### src/rtl/shift_pipe_pkg.sv
// Shared types and the combinational shift used by shift_pipe.
// The shift works on a MAX_W-wide container; callers pass their real width.
package shift_pipe_pkg;

    localparam int MAX_W = 64;

    typedef enum logic [1:0] {
        SLL = 2'd0,
        SRL = 2'd1,
        SRA = 2'd2,
        ROL = 2'd3
    } shift_mode_e;

    function automatic logic [MAX_W-1:0] shift_word(
        input logic [MAX_W-1:0] data,
        input int unsigned      w,
        input int unsigned      sh,
        input shift_mode_e      mode
    );
        logic [MAX_W-1:0] mask;
        logic [MAX_W-1:0] d;
        logic [MAX_W-1:0] res;
        int unsigned      rot;
        mask = (w >= MAX_W) ? '1 : ((MAX_W'(1) << w) - MAX_W'(1));
        d    = data & mask;
        rot  = sh % w;
        case (mode)
            SLL:     res = (d << sh) & mask;
            SRL:     res = d >> sh;
            // Fill the vacated top bits with the sign bit of the w-bit word.
            SRA:     res = (d >> sh) | (d[w-1] ? (mask & ~(mask >> sh)) : '0);
            ROL:     res = ((d << rot) | (d >> (w - rot))) & mask;
            default: res = d;
        endcase
        return res;
    endfunction

endpackage

### src/rtl/shift_pipe_stage.sv
// One valid/ready register slice; accepts when empty or when its output is taken.
module shift_pipe_stage
    import shift_pipe_pkg::*;
#(
    parameter int W = 32
) (
    input  logic         clk,
    input  logic         rstf,
    input  logic [W-1:0] up_data,
    input  logic         up_valid,
    output logic         up_ready,
    output logic [W-1:0] dn_data,
    output logic         dn_valid,
    input  logic         dn_ready
);

    logic [W-1:0] data_p0;
    logic         vld_p0;

    assign up_ready = !vld_p0 || dn_ready;
    assign dn_data  = data_p0;
    assign dn_valid = vld_p0;

    always_ff @(posedge clk or negedge rstf) begin
        if (!rstf) begin
            vld_p0  <= 1'b0;
            data_p0 <= '0;
        end else if (up_valid && up_ready) begin
            vld_p0  <= 1'b1;
            data_p0 <= up_data;
        end else if (dn_ready) begin
            vld_p0  <= 1'b0;
        end
    end

endmodule

### src/rtl/shift_pipe.sv
// Pipelined barrel shifter (SLL/SRL/SRA/ROL) with valid/ready handshakes,
// an optional input skid buffer, and a registered occupancy count.
module shift_pipe
    import shift_pipe_pkg::*;
#(
    parameter int  DATA_W    = 32,
    parameter int  STAGES    = 2,
    parameter int  REG_READY = 0,
    localparam int SH_W      = $clog2(DATA_W),
    localparam int CNT_W     = $clog2(STAGES + 2)
) (
    input  logic              clk,
    input  logic              rstf,
    input  logic [DATA_W-1:0] t0_data,
    input  logic [SH_W-1:0]   t0_shamt,
    input  logic [1:0]        t0_mode,
    input  logic              t0_valid,
    output logic              t0_ready,
    output logic [DATA_W-1:0] i0_data,
    output logic              i0_valid,
    input  logic              i0_ready,
    output logic [CNT_W-1:0]  occupancy
);

    logic [DATA_W-1:0] shifted;
    logic [DATA_W-1:0] pipe_data [STAGES+1];
    logic              pipe_vld  [STAGES+1];
    logic              pipe_rdy  [STAGES+1];
    logic              accept;
    logic              pop;

    assign shifted = DATA_W'(shift_word(MAX_W'(t0_data), DATA_W, 32'(t0_shamt),
                                        shift_mode_e'(t0_mode)));

    generate
        if (REG_READY != 0) begin : g_skid
            logic              skid_vld;
            logic [DATA_W-1:0] skid_data;

            // A held entry always goes to stage 0 before any new input is taken.
            assign t0_ready     = !skid_vld;
            assign pipe_vld[0]  = skid_vld || t0_valid;
            assign pipe_data[0] = skid_vld ? skid_data : shifted;

            always_ff @(posedge clk or negedge rstf) begin
                if (!rstf) begin
                    skid_vld  <= 1'b0;
                    skid_data <= '0;
                end else if (skid_vld) begin
                    if (pipe_rdy[0]) skid_vld <= 1'b0;
                end else if (t0_valid && !pipe_rdy[0]) begin
                    skid_vld  <= 1'b1;
                    skid_data <= shifted;
                end
            end
        end else begin : g_direct
            assign t0_ready     = pipe_rdy[0];
            assign pipe_vld[0]  = t0_valid;
            assign pipe_data[0] = shifted;
        end

        for (genvar k = 0; k < STAGES; k++) begin : g_stage
            shift_pipe_stage #(.W(DATA_W)) u_stage (
                .clk      (clk),
                .rstf     (rstf),
                .up_data  (pipe_data[k]),
                .up_valid (pipe_vld[k]),
                .up_ready (pipe_rdy[k]),
                .dn_data  (pipe_data[k+1]),
                .dn_valid (pipe_vld[k+1]),
                .dn_ready (pipe_rdy[k+1])
            );
        end
    endgenerate

    assign pipe_rdy[STAGES] = i0_ready;
    assign i0_data          = pipe_data[STAGES];
    assign i0_valid         = pipe_vld[STAGES];

    assign accept = t0_valid && t0_ready;
    assign pop    = i0_valid && i0_ready;

    always_ff @(posedge clk or negedge rstf) begin
        if (!rstf) begin
            occupancy <= '0;
        end else begin
            case ({accept, pop})
                2'b10:   occupancy <= occupancy + CNT_W'(1);
                2'b01:   occupancy <= occupancy - CNT_W'(1);
                default: occupancy <= occupancy;
            endcase
        end
    end

endmodule

### config.mk
export PLATFORM = sky130hd
export DESIGN_NAME = shift_pipe
export DESIGN_NICKNAME = d
export VERILOG_FILES = /design/src/rtl/shift_pipe_pkg.sv /design/src/rtl/shift_pipe_stage.sv /design/src/rtl/shift_pipe.sv
export SDC_FILE = /design/constraint.sdc
export NUM_CORES = 1
export LEC_CHECK = 0
export CAP_MARGIN = 40
export CORE_MARGIN = 2
export CORE_UTILIZATION = 35
export DETAILED_ROUTE_END_ITERATION = 10
export HOLD_SLACK_MARGIN = 0.05
export PLACE_DENSITY = 0.55
export SYNTH_ARGS = -nofsm -noshare
export SYNTH_HDL_FRONTEND = slang
export SYNTH_SLANG_ARGS = --single-unit
### constraint.sdc
create_clock -name clk -period 5.6 [get_ports clk]
set_clock_uncertainty 0.2 [all_clocks]
set_input_delay 0.84 -clock clk [delete_from_list [all_inputs] [get_ports clk]]
set_output_delay 0.84 -clock clk [all_outputs]
set_load 0.005 [all_outputs]
==> key figures, run 1 <==
Run status
  • Status: completed

Clocking
  • Clk sinks: 68
  • # Post-CTS Setup Buffers: 0
  • # hold bufs at CTS: 0
  • H-tree depth: 3
  • CTS buffer count: 9
  • Clk pin slew, worst setup/hold paths: 0.07 ns
  • CTS tree: built
  • Cts repair resizes: 0
  • Worst skew pair latency: 0.35 ns
  • Clock Tree Buf Depth: 2
  • Clock root buffer master: clkbuf_16

Die
  • Initial Util: 35.8%
  • Die Y: 165 µm
  • Io pins: 79
  • Core area: 25,300 µm²
  • Site Rows: 58
  • Die Width: 165 µm
  • Total die area: 27,100 µm²

Layout
  • Commonest non-fill, non-tap cell in the layout: nor2_1
  • Fill cell count: 2,519
  • N_diodes: 0
  • Post-layout util: 40.8%
  • Nets: 1,023
  • Footprint of the multi-input gates: 6710 µm²
  • Layout area overhead: 14.2%
  • Register area: 1700 µm²
  • Layout cells sized above 1: 22.6%
  • Commonest non-fill, non-tap cells in the layout: nor2_1 (108), mux4_2 (91), nand2_1 (85)

Timing
  • Final setup violation count: 0
  • Final Max Tran Viols: 0
  • Final Critical Period: 3.95 ns
  • Fmax: 253 MHz
  • Period utilization: 70.5%
  • Final Hold Fails: 0
  • Setup WS post-layout: 1.65 ns
  • Relative slew slack: 35.6%
  • Worst-Margin Slew: 0.958 ns
  • Final TNS setup: 0 ns
  • RSZ-0062 raised after global routing: no

Power
  • Sw Ratio: 36.2%
  • Pint: 1.69 mW
  • Pleak: 3.84 nW
  • Peak supply drop: 0.000181 V
  • Combinational share of power: 46.0%
  • Clock power frac: 27.3%
  • Sequential share of power: 26.8%
  • Psw: 0.960 mW
  • Power Density: 257 nW/µm²

Yosys
  • Post-Syn Instances: 972
  • Synthesis Warnings: 0
  • Top cell type's share of synthesized area: 22.7%
  • Top FF cell, synth: dfrtp_1
  • Post-synth EDFFs: 0
  • Synth cell types: 79
  • Ys async rst share: 100%
  • Mapped Area: 9030 µm²
  • Sequential share of the synthesized area: 18.8%
  • Synth area leaders: mux4_2 (23%), dfrtp_1 (19%), mux2i_1 (8.1%)
  • Syn_area_per_cell: 9.29 µm²
  • Syn_nets: 1,021
  • #FFs+latches synth: 68
  • Cell taking the most area after synthesis: mux4_2

Worst setup path
  • Worst Path Required: 5.59 ns
  • Setup CP Type: input port to flip-flop
  • Worst r2r src: g_stage[1].u_stage.dn_valid
  • Critical path launch point: t0_mode[0]
  • R2R depth: 6
  • CP max-delay cell: nor4_1
  • Arr. time, crit path: 3.94 ns
  • CP max stage delay: 0.95 ns
  • CP cell instances: clkdlybuf4s50_1, xor2_2, buf_4, nand2_1, nor4_1, nor3_1
  • Flop2flop setup slack: 2.46 ns
  • Endpoint type of the worst setup path: flip-flop
  • CP bufs+invs: 2
  • FF-to-FF End: g_stage[0].u_stage.dn_data[10]
  • CP max FO: 12
  • Startpoint types: input port
  • Delay-heaviest family, CP: simple AND/OR/NAND/NOR gates

Routing
  • Final WL: 40,000 µm
  • Via density: 7.03
  • Wirelength per Cell: 30.5 µm
  • DR pass1 iterations: 6
  • Antenna-violating nets left: 0
  • Total number of vias: 9,203
  • Post-route DRC: 0
  • Initial DRC Count: 1,411

Min path
  • Hold Crit Class: input port to asynchronous set/reset pin

Place
  • Post-place setup slack: 1.64 ns
  • GP Congestion: 1.09
  • I/O Buffers: 78
  • Hpwl dp: 28,900 µm

GRT
  • Initial antenna violation count: 0
  • Pin count of the biggest net entering global routing: 102
  • Overall routing resource usage: 29.9%
  • GRT overflow: 0
  • First-pass GRT wire length: 59,500 µm
  • Vias in the first global route: 8,588

Flow run
  • Total of max-cap violations: 0
worst max path at each step:
stage / endpoint / cells after the start
2_1_floorplan: g_stage[0].u_stage.dn_data[5] / 13
3_3_place_gp: g_stage[0].u_stage.dn_data[22] / 8
3_5_place_dp: g_stage[0].u_stage.dn_data[19] / 10
4_1_cts: g_stage[0].u_stage.dn_data[19] / 10
5_1_grt: g_stage[0].u_stage.dn_data[10] / 6
6_report: g_stage[0].u_stage.dn_data[10] / 6
cell type report:
type	instances	share of cell area, %
clock buffers	10	2.32
repair buffers	108	10.3
multi-input cells	775	65.1
well taps	330	4.00
inverters	12	0.437
clock inverters	6	1.30
flip-flops and latches	68	16.5
sequential cells by signal (all words and copies together) (netlist names):
name and count:
g_stage.u_stage.dn_data 64, g_stage.u_stage.dn_valid 2, occupancy 2
stage by stage:
step                total power, mW  cell area (µm²)  instances  hold WS (ns)
detailed placement             1.90             9940       1293         0.270
CTS                            2.64            10300       1309         0.125
finish                         2.65            10300       1309         0.134
global route                   2.78            10300       1309         0.132
floorplan                      1.40             9030        972         0.245
global placement               1.90             9870       1290         0.260
kinds of logic after synthesis:
logic type / Yosys count / synth area share, %
AO/OA/AOI/OAI: 251 / 19.2
adder cells (fa/ha/maj): 6 / 0.831
multiplexers: 226 / 39.4
XOR/XNOR: 6 / 0.582
flip-flops: 68 / 18.8
buffers and inverters: 129 / 6.91
AND/OR/NAND/NOR: 286 / 14.2
power groups by stage:
stage          clock (mW)  sequential (mW)  combinational [mW]
2_1_floorplan           0            0.700               0.700
3_3_place_gp            0            0.715                1.18
3_5_place_dp            0            0.722                1.18
4_1_cts             0.737            0.712                1.19
5_1_grt             0.760            0.728                1.29
6_report            0.723            0.710                1.22
layer usage:
layer / share of wire, % / track usage [%]
met4: 4.4 / 11.8
met5: 0 / 0
met2: 42 / 43.4
met3: 12 / 5.55
met1: 42 / 43.8
synth_stat cells (all sizes together), types with 4 or more instances:
cell and count:
a211oi 11, a21oi 55, clkbuf 57, nand2b 9
mux4 96, a221o 7, o31ai 5, o211ai 11
nand2 85, o21a 6, o32ai 9, buf 60
nor4 5, o21ai 50, o221a 6, nor2 108
xnor2 4, inv 11, a22oi 8, mux2 57
ha 6, nor3 20, o221ai 4, a2111oi 4
and3 5, a31oi 26, and2 6, o22ai 5
nand3 23, nor2b 11, a32oi 4, o2111ai 7
a221oi 7, mux2i 73, dfrtp 68
Power figures use the tool's default switching activity.
==> run 2: changes to the inputs <==
- clock period: 5.6 -> 3.9 ns (I/O delays scaled with it)
==> run 2 against run 1 <==
- non-clock buffer count rose by 65
- clock power increased by 25%
- combinational power is 48% higher
- largest cell class unchanged
- highest routed layer unchanged
==> key figures, run 2 (synthesized netlist as in run 1, its figures left out) <==
Die
  • Die Y: 165 µm (unchanged)
  • Core area: 25,300 µm² (unchanged)
  • Io pins: 79 (unchanged)
  • Total die area: 27,100 µm² (unchanged)
  • Site Rows: 58 (unchanged)
  • Die Width: 165 µm (unchanged)
  • Initial Util: 35.8% (unchanged)

GRT
  • GRT overflow: 0 (unchanged)
  • Overall routing resource usage: 30.1% (+0.15 points)
  • Initial antenna violation count: 0 (unchanged)
  • Vias in the first global route: 8,582 (-0.070%)
  • Pin count of the biggest net entering global routing: 98 (-3.9%)
  • First-pass GRT wire length: 59,600 µm (+0.16%)

Flow run
  • Total of max-cap violations: 0 (unchanged)

Clocking
  • Clk pin slew, worst setup/hold paths: 0.06 ns (about the same)
  • Worst skew pair latency: 0.34 ns (about the same)
  • Clock Tree Buf Depth: 2 (unchanged)
  • Clk sinks: 68 (unchanged)
  • CTS tree: built
  • H-tree depth: 3 (unchanged)
  • # Post-CTS Setup Buffers: 0 (unchanged)
  • CTS buffer count: 9 (unchanged)
  • Clock root buffer master: clkbuf_16

Power
  • Power Density: 347 nW/µm² (+35%)
  • Pleak: 4.14 nW (+7.8%)
  • Peak supply drop: 0.000233 V (+28%)

Routing
  • Total number of vias: 9,411 (+2.3%)
  • Wirelength per Cell: 29.4 µm (-3.7%)
  • Initial DRC Count: 1,407 (-0.28%)
  • Antenna-violating nets left: 0 (unchanged)
  • Post-route DRC: 0 (unchanged)
  • DR pass1 iterations: 7 (+1)
  • Final WL: 40,400 µm (+1.1%)
  • Via density: 6.85 (-2.6%)

Timing
  • Worst-Margin Slew: 0.705 ns (-0.252 ns)
  • Final Hold Fails: 0 (unchanged)
  • RSZ-0062 raised after global routing: no
  • Final TNS setup: 0 ns (unchanged)
  • Final setup violation count: 0 (unchanged)
  • Period utilization: 89.8%
  • Relative slew slack: 53.0% (+17 points)
  • Fmax: 286 MHz
  • Final Critical Period: 3.50 ns
  • Final Max Tran Viols: 0 (unchanged)
  • Final hold slack: 0.278 ns (+0.144 ns)

Worst setup path
  • Worst Path Required: 3.91 ns (-1.68 ns)
  • CP max FO: 14 (+2)
  • Setup CP Type: input port to flip-flop
  • Arr. time, crit path: 3.51 ns (-0.43 ns)
  • Endpoint type of the worst setup path: flip-flop
  • Startpoint types: input port

Layout
  • Max reg flops: 64 (unchanged)
  • Commonest non-fill, non-tap cells in the layout: nor2_1 (108), mux4_2 (91), buf_4 (90)
  • N_diodes: 0 (unchanged)
  • Layout area overhead: 19.2%
  • Nets: 1,088 (+6.4%)
  • Layout cells sized above 1: 27.2% (+4.6 points)
  • Commonest non-fill, non-tap cell in the layout: nor2_1

Place
  • GP Congestion: 1.04 (-5.2%)
  • Hpwl dp: 30,500 µm (+5.7%)
  • I/O Buffers: 78 (unchanged)

Min path
  • Hold Crit Class: flip-flop to flip-flop

Run status
  • Status: completed
[run 2: changes by cell type in the layout (fill, tap and decap cells not counted), moves of 3 or more]
cell       before  now
clkbuf_8        1    5
buf_12          3    6
bufinv_16       4    1
buf_4          29   90
[run 2: area by class of cell]
class	count	area, µm²
clock buffer	14	294
clock inverter	2	38.8
timing repair buffer	173	1570
multi-input combinational	775	6710
inverter	12	45.0
fill	2556	14500
tap	330	413
sequential	68	1700
[run 2: path summary, 6_finish.rpt]
| path | cells past startpoint | slack (ns) | from | endpoint |
|---|---|---|---|---|
| setup / recovery | 11 | 0.40 | t0_shamt[0] | g_stage[0].u_stage.dn_data[10] |
| hold / removal | 1 | 0.28 | occupancy[1] | occupancy[1] |
| setup reg to reg | 8 | 1.49 | g_stage[1].u_stage.dn_valid | g_stage[0].u_stage.dn_data[10] |
| hold reg to reg | 1 | 0.28 | occupancy[1] | occupancy[1] |
| max in group asynchronous | 3 | 2.47 | rstf | g_stage[1].u_stage.dn_data[9] |
| min in group asynchronous | 2 | 0.47 | rstf | g_stage[0].u_stage.dn_data[25] |
[run 2: stage by stage]
step | utilization, % | instance area, µm² | worst slack [ns] | cells | total power [mW]
floorplan | - | 9030 | 0.00319 | 972 | 2.01
global placement | 41.1 | 10400 | 0.0878 | 1354 | 2.79
detailed placement | 41.3 | 10400 | 0.0827 | 1357 | 2.81
CTS | 42.6 | 10800 | 0.434 | 1374 | 3.71
global route | 42.6 | 10800 | 0.403 | 1374 | 3.90
finish | 42.6 | 10800 | 0.399 | 1374 | 3.73
[run 2: worst max-delay path: stages]
cell,delay [ns]
buf_4,0.10
clkinv_1,0.07
ha_2,0.64
mux4_2,0.58
mux2_2,0.32
nor2_1,0.17
a211oi_1,0.07
buf_4,0.15
nor4_1,0.54
buf_4,0.21
nor3_1,0.04
[run 2: layer usage]
metal	track usage, %	vias up	share of wire [%]
li1	-	3914	-
met2	44.8	721	43
met4	12.6	0	4.9
met5	0	-	0
met3	4.87	116	11
met1	43.2	4660	42
[run 2: where the power goes]
part | internal, mW | leakage (nW) | total, mW | switching, mW
registers | 0.898 | 0.789 | 1.02 | 0.122
clock network | 0.584 | 0.165 | 0.902 | 0.318
logic | 0.878 | 3.19 | 1.81 | 0.935
[run 2: repair_timing]
action | 4_1_cts | 5_1_grt
hold endpoints to repair | 15 | 0
resized for setup | 0 | 0
hold buffers | 1 | 0
